--- src/rtl/alu_pkg.sv ---
// Shared constants and types for the ALU issue sequencer.
package alu_pkg;

   // ALU operation select encodings
   localparam logic [2:0] ALU_ROL = 3'b000;
   localparam logic [2:0] ALU_SLL = 3'b001;
   localparam logic [2:0] ALU_SRA = 3'b010;
   localparam logic [2:0] ALU_SRL = 3'b011;
   localparam logic [2:0] ALU_ADD = 3'b100;
   localparam logic [2:0] ALU_OR  = 3'b101;
   localparam logic [2:0] ALU_XOR = 3'b110;
   localparam logic [2:0] ALU_AND = 3'b111;

   // Command codes accepted on in_cmd; 14 and 15 are illegal
   localparam logic [3:0] CMD_ADD  = 4'd0;
   localparam logic [3:0] CMD_SUB  = 4'd1;
   localparam logic [3:0] CMD_OR   = 4'd2;
   localparam logic [3:0] CMD_XOR  = 4'd3;
   localparam logic [3:0] CMD_ANDN = 4'd4;
   localparam logic [3:0] CMD_ROL  = 4'd5;
   localparam logic [3:0] CMD_SLL  = 4'd6;
   localparam logic [3:0] CMD_SRA  = 4'd7;
   localparam logic [3:0] CMD_SRL  = 4'd8;
   localparam logic [3:0] CMD_ROR  = 4'd9;
   localparam logic [3:0] CMD_SEQ  = 4'd10;
   localparam logic [3:0] CMD_SLT  = 4'd11;
   localparam logic [3:0] CMD_SLE  = 4'd12;
   localparam logic [3:0] CMD_SCO  = 4'd13;

   // Sequencer states
   typedef enum logic [1:0] {
      ST_IDLE = 2'd0,
      ST_PREP = 2'd1,
      ST_EXEC = 2'd2,
      ST_DONE = 2'd3
   } state_t;

   // How the write-back value and error flag are formed from the ALU flags
   typedef enum logic [2:0] {
      RES_OUT     = 3'd0,  // ALU Out, no error
      RES_OUT_OFL = 3'd1,  // ALU Out, error = Ofl (signed ADD/SUB)
      RES_ZERO    = 3'd2,  // set-on-equal
      RES_NEG     = 3'd3,  // set-on-less-than
      RES_LE      = 3'd4,  // set-on-less-or-equal
      RES_COUT    = 3'd5,  // set-on-carry-out
      RES_ILLEGAL = 3'd6   // zero result, error raised
   } res_sel_t;

endpackage

--- src/rtl/alu_cmd_decode.sv ---
// Combinational translation of a command code into ALU control settings.
module alu_cmd_decode
   import alu_pkg::*;
(
   input  logic [3:0] in_cmd,
   input  logic       in_signed,
   output logic [2:0] op,
   output logic       inv_a,
   output logic       inv_b,
   output logic       cin,
   output logic       sign,
   output logic       two_pass,
   output res_sel_t   result_sel
);

   // Map each command to its ALU controls and result formation
   always_comb begin
      op         = ALU_AND;
      inv_a      = 1'b0;
      inv_b      = 1'b0;
      cin        = 1'b0;
      sign       = 1'b0;
      two_pass   = 1'b0;
      result_sel = RES_OUT;
      case (in_cmd)
         CMD_ADD: begin
            op         = ALU_ADD;
            sign       = in_signed;
            result_sel = in_signed ? RES_OUT_OFL : RES_OUT;
         end
         CMD_SUB: begin
            op         = ALU_ADD;
            inv_b      = 1'b1;
            cin        = 1'b1;
            sign       = in_signed;
            result_sel = in_signed ? RES_OUT_OFL : RES_OUT;
         end
         CMD_OR:   op = ALU_OR;
         CMD_XOR:  op = ALU_XOR;
         CMD_ANDN: begin
            op    = ALU_AND;
            inv_b = 1'b1;
         end
         CMD_ROL:  op = ALU_ROL;
         CMD_SLL:  op = ALU_SLL;
         CMD_SRA:  op = ALU_SRA;
         CMD_SRL:  op = ALU_SRL;
         CMD_ROR: begin
            // second pass is a left rotate by the negated count
            op       = ALU_ROL;
            two_pass = 1'b1;
         end
         CMD_SEQ: begin
            op         = ALU_ADD;
            inv_b      = 1'b1;
            cin        = 1'b1;
            result_sel = RES_ZERO;
         end
         CMD_SLT: begin
            op         = ALU_ADD;
            inv_b      = 1'b1;
            cin        = 1'b1;
            sign       = 1'b1;
            result_sel = RES_NEG;
         end
         CMD_SLE: begin
            op         = ALU_ADD;
            inv_b      = 1'b1;
            cin        = 1'b1;
            sign       = 1'b1;
            result_sel = RES_LE;
         end
         CMD_SCO: begin
            op         = ALU_ADD;
            result_sel = RES_COUT;
         end
         default: begin
            op         = ALU_AND;
            result_sel = RES_ILLEGAL;
         end
      endcase
   end

endmodule

--- src/rtl/alu_issue_ctrl.sv ---
// Issue sequencer in front of the 16-bit execute-stage ALU: drives registered
// ALU controls, reads flags back and presents the write-back value.
module alu_issue_ctrl
   import alu_pkg::*;
#(
   parameter int WIDTH = 16
) (
   input  logic             clk,
   input  logic             rst_n,
   input  logic             in_valid,
   output logic             in_ready,
   input  logic [3:0]       in_cmd,
   input  logic             in_signed,
   input  logic [WIDTH-1:0] in_rs,
   input  logic [WIDTH-1:0] in_rt,
   output logic [WIDTH-1:0] alu_InA,
   output logic [WIDTH-1:0] alu_InB,
   output logic             alu_Cin,
   output logic [2:0]       alu_Op,
   output logic             alu_invA,
   output logic             alu_invB,
   output logic             alu_sign,
   input  logic [WIDTH-1:0] alu_Out,
   input  logic             alu_Zero,
   input  logic             alu_Ofl,
   input  logic             alu_negative,
   input  logic             alu_Cout,
   output logic             out_valid,
   input  logic             out_ready,
   output logic [WIDTH-1:0] result,
   output logic             ofl_err
);

   state_t           state;
   state_t           state_next;
   logic [2:0]       dec_op;
   logic             dec_inv_a;
   logic             dec_inv_b;
   logic             dec_cin;
   logic             dec_sign;
   logic             dec_two_pass;
   res_sel_t         dec_sel;
   res_sel_t         sel_hold;
   logic [WIDTH-1:0] rs_hold;

   alu_cmd_decode u_decode (
      .in_cmd     (in_cmd),
      .in_signed  (in_signed),
      .op         (dec_op),
      .inv_a      (dec_inv_a),
      .inv_b      (dec_inv_b),
      .cin        (dec_cin),
      .sign       (dec_sign),
      .two_pass   (dec_two_pass),
      .result_sel (dec_sel)
   );

   // State register
   always_ff @(posedge clk or negedge rst_n) begin
      if (!rst_n) begin
         state <= ST_IDLE;
      end else begin
         state <= state_next;
      end
   end

   // Next-state logic: accept in IDLE, optional negate pass, execute, hold until taken
   always_comb begin
      state_next = state;
      case (state)
         ST_IDLE: begin
            if (in_valid) begin
               state_next = dec_two_pass ? ST_PREP : ST_EXEC;
            end else begin
               state_next = ST_IDLE;
            end
         end
         ST_PREP: state_next = ST_EXEC;
         ST_EXEC: state_next = ST_DONE;
         ST_DONE: begin
            if (out_ready) begin
               state_next = ST_IDLE;
            end else begin
               state_next = ST_DONE;
            end
         end
         default: state_next = ST_IDLE;
      endcase
   end

   // Handshake flags registered from the next state so they align with it
   always_ff @(posedge clk or negedge rst_n) begin
      if (!rst_n) begin
         in_ready  <= 1'b1;
         out_valid <= 1'b0;
      end else begin
         in_ready  <= (state_next == ST_IDLE);
         out_valid <= (state_next == ST_DONE);
      end
   end

   // ALU control registers, operand latch and write-back capture
   always_ff @(posedge clk or negedge rst_n) begin
      if (!rst_n) begin
         alu_InA  <= '0;
         alu_InB  <= '0;
         alu_Cin  <= 1'b0;
         alu_Op   <= 3'b000;
         alu_invA <= 1'b0;
         alu_invB <= 1'b0;
         alu_sign <= 1'b0;
         rs_hold  <= '0;
         sel_hold <= RES_OUT;
         result   <= '0;
         ofl_err  <= 1'b0;
      end else begin
         case (state)
            ST_IDLE: begin
               if (in_valid) begin
                  rs_hold  <= in_rs;
                  sel_hold <= dec_sel;
                  if (dec_two_pass) begin
                     // first pass computes -rt = ~rt + 1
                     alu_InA  <= in_rt;
                     alu_InB  <= '0;
                     alu_Cin  <= 1'b1;
                     alu_Op   <= ALU_ADD;
                     alu_invA <= 1'b1;
                     alu_invB <= 1'b0;
                     alu_sign <= 1'b0;
                  end else begin
                     alu_InA  <= in_rs;
                     alu_InB  <= in_rt;
                     alu_Cin  <= dec_cin;
                     alu_Op   <= dec_op;
                     alu_invA <= dec_inv_a;
                     alu_invB <= dec_inv_b;
                     alu_sign <= dec_sign;
                  end
               end else begin
                  rs_hold <= rs_hold;
               end
            end
            ST_PREP: begin
               // rotate right by n equals rotate left by (-n) mod 16
               alu_InA  <= rs_hold;
               alu_InB  <= {{(WIDTH-4){1'b0}}, alu_Out[3:0]};
               alu_Cin  <= 1'b0;
               alu_Op   <= ALU_ROL;
               alu_invA <= 1'b0;
               alu_invB <= 1'b0;
               alu_sign <= 1'b0;
            end
            ST_EXEC: begin
               case (sel_hold)
                  RES_OUT: begin
                     result  <= alu_Out;
                     ofl_err <= 1'b0;
                  end
                  RES_OUT_OFL: begin
                     result  <= alu_Out;
                     ofl_err <= alu_Ofl;
                  end
                  RES_ZERO: begin
                     result  <= {{(WIDTH-1){1'b0}}, alu_Zero};
                     ofl_err <= 1'b0;
                  end
                  RES_NEG: begin
                     result  <= {{(WIDTH-1){1'b0}}, alu_negative};
                     ofl_err <= 1'b0;
                  end
                  RES_LE: begin
                     result  <= {{(WIDTH-1){1'b0}}, alu_negative | alu_Zero};
                     ofl_err <= 1'b0;
                  end
                  RES_COUT: begin
                     result  <= {{(WIDTH-1){1'b0}}, alu_Cout};
                     ofl_err <= 1'b0;
                  end
                  default: begin
                     result  <= '0;
                     ofl_err <= 1'b1;
                  end
               endcase
            end
            default: begin
               result  <= result;
               ofl_err <= ofl_err;
            end
         endcase
      end
   end

endmodule

--- config.mk ---
export PLATFORM = sky130hd
export DESIGN_NAME = alu_issue_ctrl
export DESIGN_NICKNAME = d
export VERILOG_FILES = /design/src/rtl/alu_pkg.sv /design/src/rtl/alu_cmd_decode.sv /design/src/rtl/alu_issue_ctrl.sv
export SDC_FILE = /design/constraint.sdc
export NUM_CORES = 1
export LEC_CHECK = 0
export BUFFER_PORTS_ARGS = -buffer_cell sky130_fd_sc_hd__buf_4
export CAP_MARGIN = 20
export CELL_PAD_IN_SITES_DETAIL_PLACEMENT = 1
export CELL_PAD_IN_SITES_GLOBAL_PLACEMENT = 2
export CORE_MARGIN = 3
export CORE_UTILIZATION = 32
export CTS_BUF_LIST = sky130_fd_sc_hd__clkbuf_4
export DETAILED_ROUTE_END_ITERATION = 12
export PLACE_DENSITY_LB_ADDON = 0.15
export SLEW_MARGIN = 25
export SYNTH_ARGS = -nofsm -noshare
export SYNTH_HDL_FRONTEND = slang
export SYNTH_SLANG_ARGS = --single-unit
--- constraint.sdc ---
create_clock -name clk -period 2 [get_ports clk]
set_input_delay 0.4 -clock clk [delete_from_list [all_inputs] [get_ports clk]]
set_output_delay 0.4 -clock clk [all_outputs]
set_load 0.1 [all_outputs]
==> impl_metrics.csv <==
group,metric,value,unit
run_status,run_status,"finished clean",
die,die_height,109,µm
sta,rsz0062_at_grt,"no",
layout,final_nets,481,
sta,relative_slew_margins,35.7,%
setup_path,crit_path_cell_trace,"nor2b_2 -> a22oi_1 -> o21ai_1",
detailed_routing,postRouteAntennaNets,0,
clock_network,post-cts-setup-buffer-count,0,
global_route,vias_in_the_first_global_route,2917,
placement,port_buffers,118,
clock_network,ctsHtreeMaxLevel,3,
clock_network,cts_hold_repair.buffers,1,
clock_network,clock-root-buffer,"clkbuf_4",
synth,synth_cell_types,43,
synth,number_of_flops_mapped_to_enable_cells_by_yosys,0,
detailed_routing,detail_route.first_pass.iterations,4,
clock_network,clk_transition_reported_paths,150,ps
setup_path,critical_path_peak_fanout,20,
clock_network,cts_max_path_buffers,2,
synth,seq_area_frac_synth,57.7,%
synth,synth_warnings,0,
synth,synth_area,0.00343,mm²
detailed_routing,detail_route.vias_per_cell,5.04,
clock_network,cts.repair.resized,0,
detailed_routing,drc,0,
clock_network,cts_made_buffers,9,
clock_network,cts_tree,"built",
detailed_routing,route.final.wire_length,9590,µm
hold_path,hp-start,"in_rs[0]",
die,start_util,33.0,%
sta,final.setup_skew,19.9,ps
global_route,grt_start_max_net_pins,43,
synth,mappedNetlistNets,367,
global_route,grt_pass1_wl,15400,µm
sta,slew_viol_final,0,
sta,fin_tns_setup,0,ps
synth,gate_count_of_the_mapped_netlist,306,
die,top_level_ports,119,
detailed_routing,detailedRoute.firstIterationViolations,115,
setup_path,worst-r2r-setup-slack,200,ps
sta,timing_worst_slew_pin_value,960,ps
layout,final_layout_size_suffix_gt1_share,35.3,%
clock_network,clk-insertion-delay-late,430,ps
sta,timing.final.crit_share,90.0,%
die,placement_rows,37,
synth,ys_seq_elements,79,
setup_path,criticalPathCategory,"reg -> reg",
setup_path,critical_path.slowest_cell,"nor2b_2",
synth,post_synth.cell_area_avg,11.2,µm²
setup_path,arrival,2150,ps
synth,dominantRegCellSynth,"dfrtp_1",
sta,fmax_achieved,556,MHz
detailed_routing,detail_route.wl_per_cell,17.1,µm
setup_path,crit_family,"simple AND/OR/NAND/NOR gates",
setup_path,worst_path_largest_cell_delay,850,ps
layout,area_growth_syn_to_layout,33.3,%
die,design.core.area,0.0104,mm²
global_route,grt_antenna_before_repair,0,
layout,antenna_cells_inserted,0,
global_route,grt.total_usage,16.7,%
setup_path,regToRegStartpoint,"state[0]",
setup_path,critical_path.endpoint_type,"flip-flop",
sta,final-setup-viol-count,0,
hold_path,holdCritPathClass,"in -> reg",
synth,async_flop_share,100,%
placement,gp_routability_congestion,0.724,
sta,fin_crit,1800,ps
die,die-width,109,µm
setup_path,setup.worst_path.start_class,"flip-flop",
setup_path,crit_start,"state[0]",
sta,report.final.hold_viol_count,0,
die,floorplan.die_area,0.0120,mm²
setup_path,cp.buffers_inverters,0,
run,cap_viol_max_count,0,
detailed_routing,dr_total_vias,2825,
setup_path,worst_ep_required_time,2350,ps
clock_network,numClockSinks,79,
placement,dp.final_hpwl,6570,µm
global_route,gr-total-overflow,0,
-- final timing paths --
check / cells past startpoint / endpoint
worst max-delay path: 3 / alu_InA[7]
worst min-delay path: 3 / rs_hold[0]
worst max register to register: 3 / alu_InA[7]
worst min register to register: 2 / ofl_err
max in group asynchronous: 3 / rs_hold[3]
min in group asynchronous: 2 / result[10]
-- tightest hold or removal path, delay by kind of cell --
kind | cells | cell delay (ps)
buf+inv | 1 | 80
simple gates | 2 | 80
-- Yosys cell counts (all sizes together), types with 4 or more instances --
| cell type | count | share of area (%) |
|---|---|---|
| a21oi | 4 | 0.58 |
| a222oi | 4 | 1.2 |
| a22o | 27 | 6.9 |
| a22oi | 17 | 3.7 |
| buf | 17 | 4.1 |
| clkbuf | 6 | 0.69 |
| dfrtp | 78 | 57 |
| inv | 6 | 0.66 |
| mux2i | 18 | 5.3 |
| nand2 | 63 | 6.9 |
| nor2 | 6 | 1.1 |
| o21ai | 27 | 3.9 |
-- state kept, by name, summed over array words and instances (netlist names) --
register / flops
alu_InA: 16
alu_InB: 16
result: 16
rs_hold: 16
alu_Op: 3
sel_hold: 3
state: 2
alu_Cin: 1
alu_invA: 1
alu_invB: 1
alu_sign: 1
in_ready: 1
ofl_err: 1
out_valid: 1
-- metrics by stage --
stage	hold slack, ps	setup WS (ps)	util (%)	std cells	area [µm²]
finish	152	201	44.1	561	4570
global route	132	51.4	44.1	561	4570
CTS	130	125	43.8	560	4540
detailed placement	415	144	42.5	543	4410
global placement	417	190	42.5	543	4410
floorplan	104	534	-	306	3430
-- final cells by class --
type                    instances  area [µm²]
clock buffers                   9        67.6
clock inverters                 7        56.3
fillers                      1206        5800
inverters                       6        22.5
multi-input cells             198        1280
flip-flops and latches         79        1980
well taps                     136         170
repair buffers                126         993
-- cell usage in the layout (no fill, tap or decap), drive strengths merged, types with 2 or more instances in the layout --
master	instances
mux2i	18
nor3b	2
nand3	2
a222oi	4
nand2b	3
a21oi	4
a22oi	17
nand2	63
a21o	2
nor2	6
nor3	3
inv	8
nor2b	2
a22o	27
o21ai	27
buf	125
dfrtp	78
clkbuf	9
clkinv	4
o31ai	2
a21boi	2
-- routing by layer --
layer | share of wire, % | GRT usage (%) | up-vias
met1 | 47 | 23.2 | 1406
met3 | 5.8 | 3.52 | 8
li1 | - | - | 1328
met4 | 1.2 | 5.88 | 0
met5 | 0 | 0 | -
met2 | 46 | 25.7 | 83
-- cells by family (layout without fill, tap and decap cells) --
logic type             after synthesis  after routing  share of synthesized area [%]
AO/OA/AOI/OAI                       92             92                           19.4
XOR/XNOR                             1              1                          0.256
buffers and inverters               29            148                           5.48
flip-flops                          79             79                           57.7
multiplexers                        19             19                           5.59
AND/OR/NAND/NOR                     86             86                           11.6
Power is not shown: default switching activity piles up to over one toggle a cycle in this logic, so the estimate is an artifact.
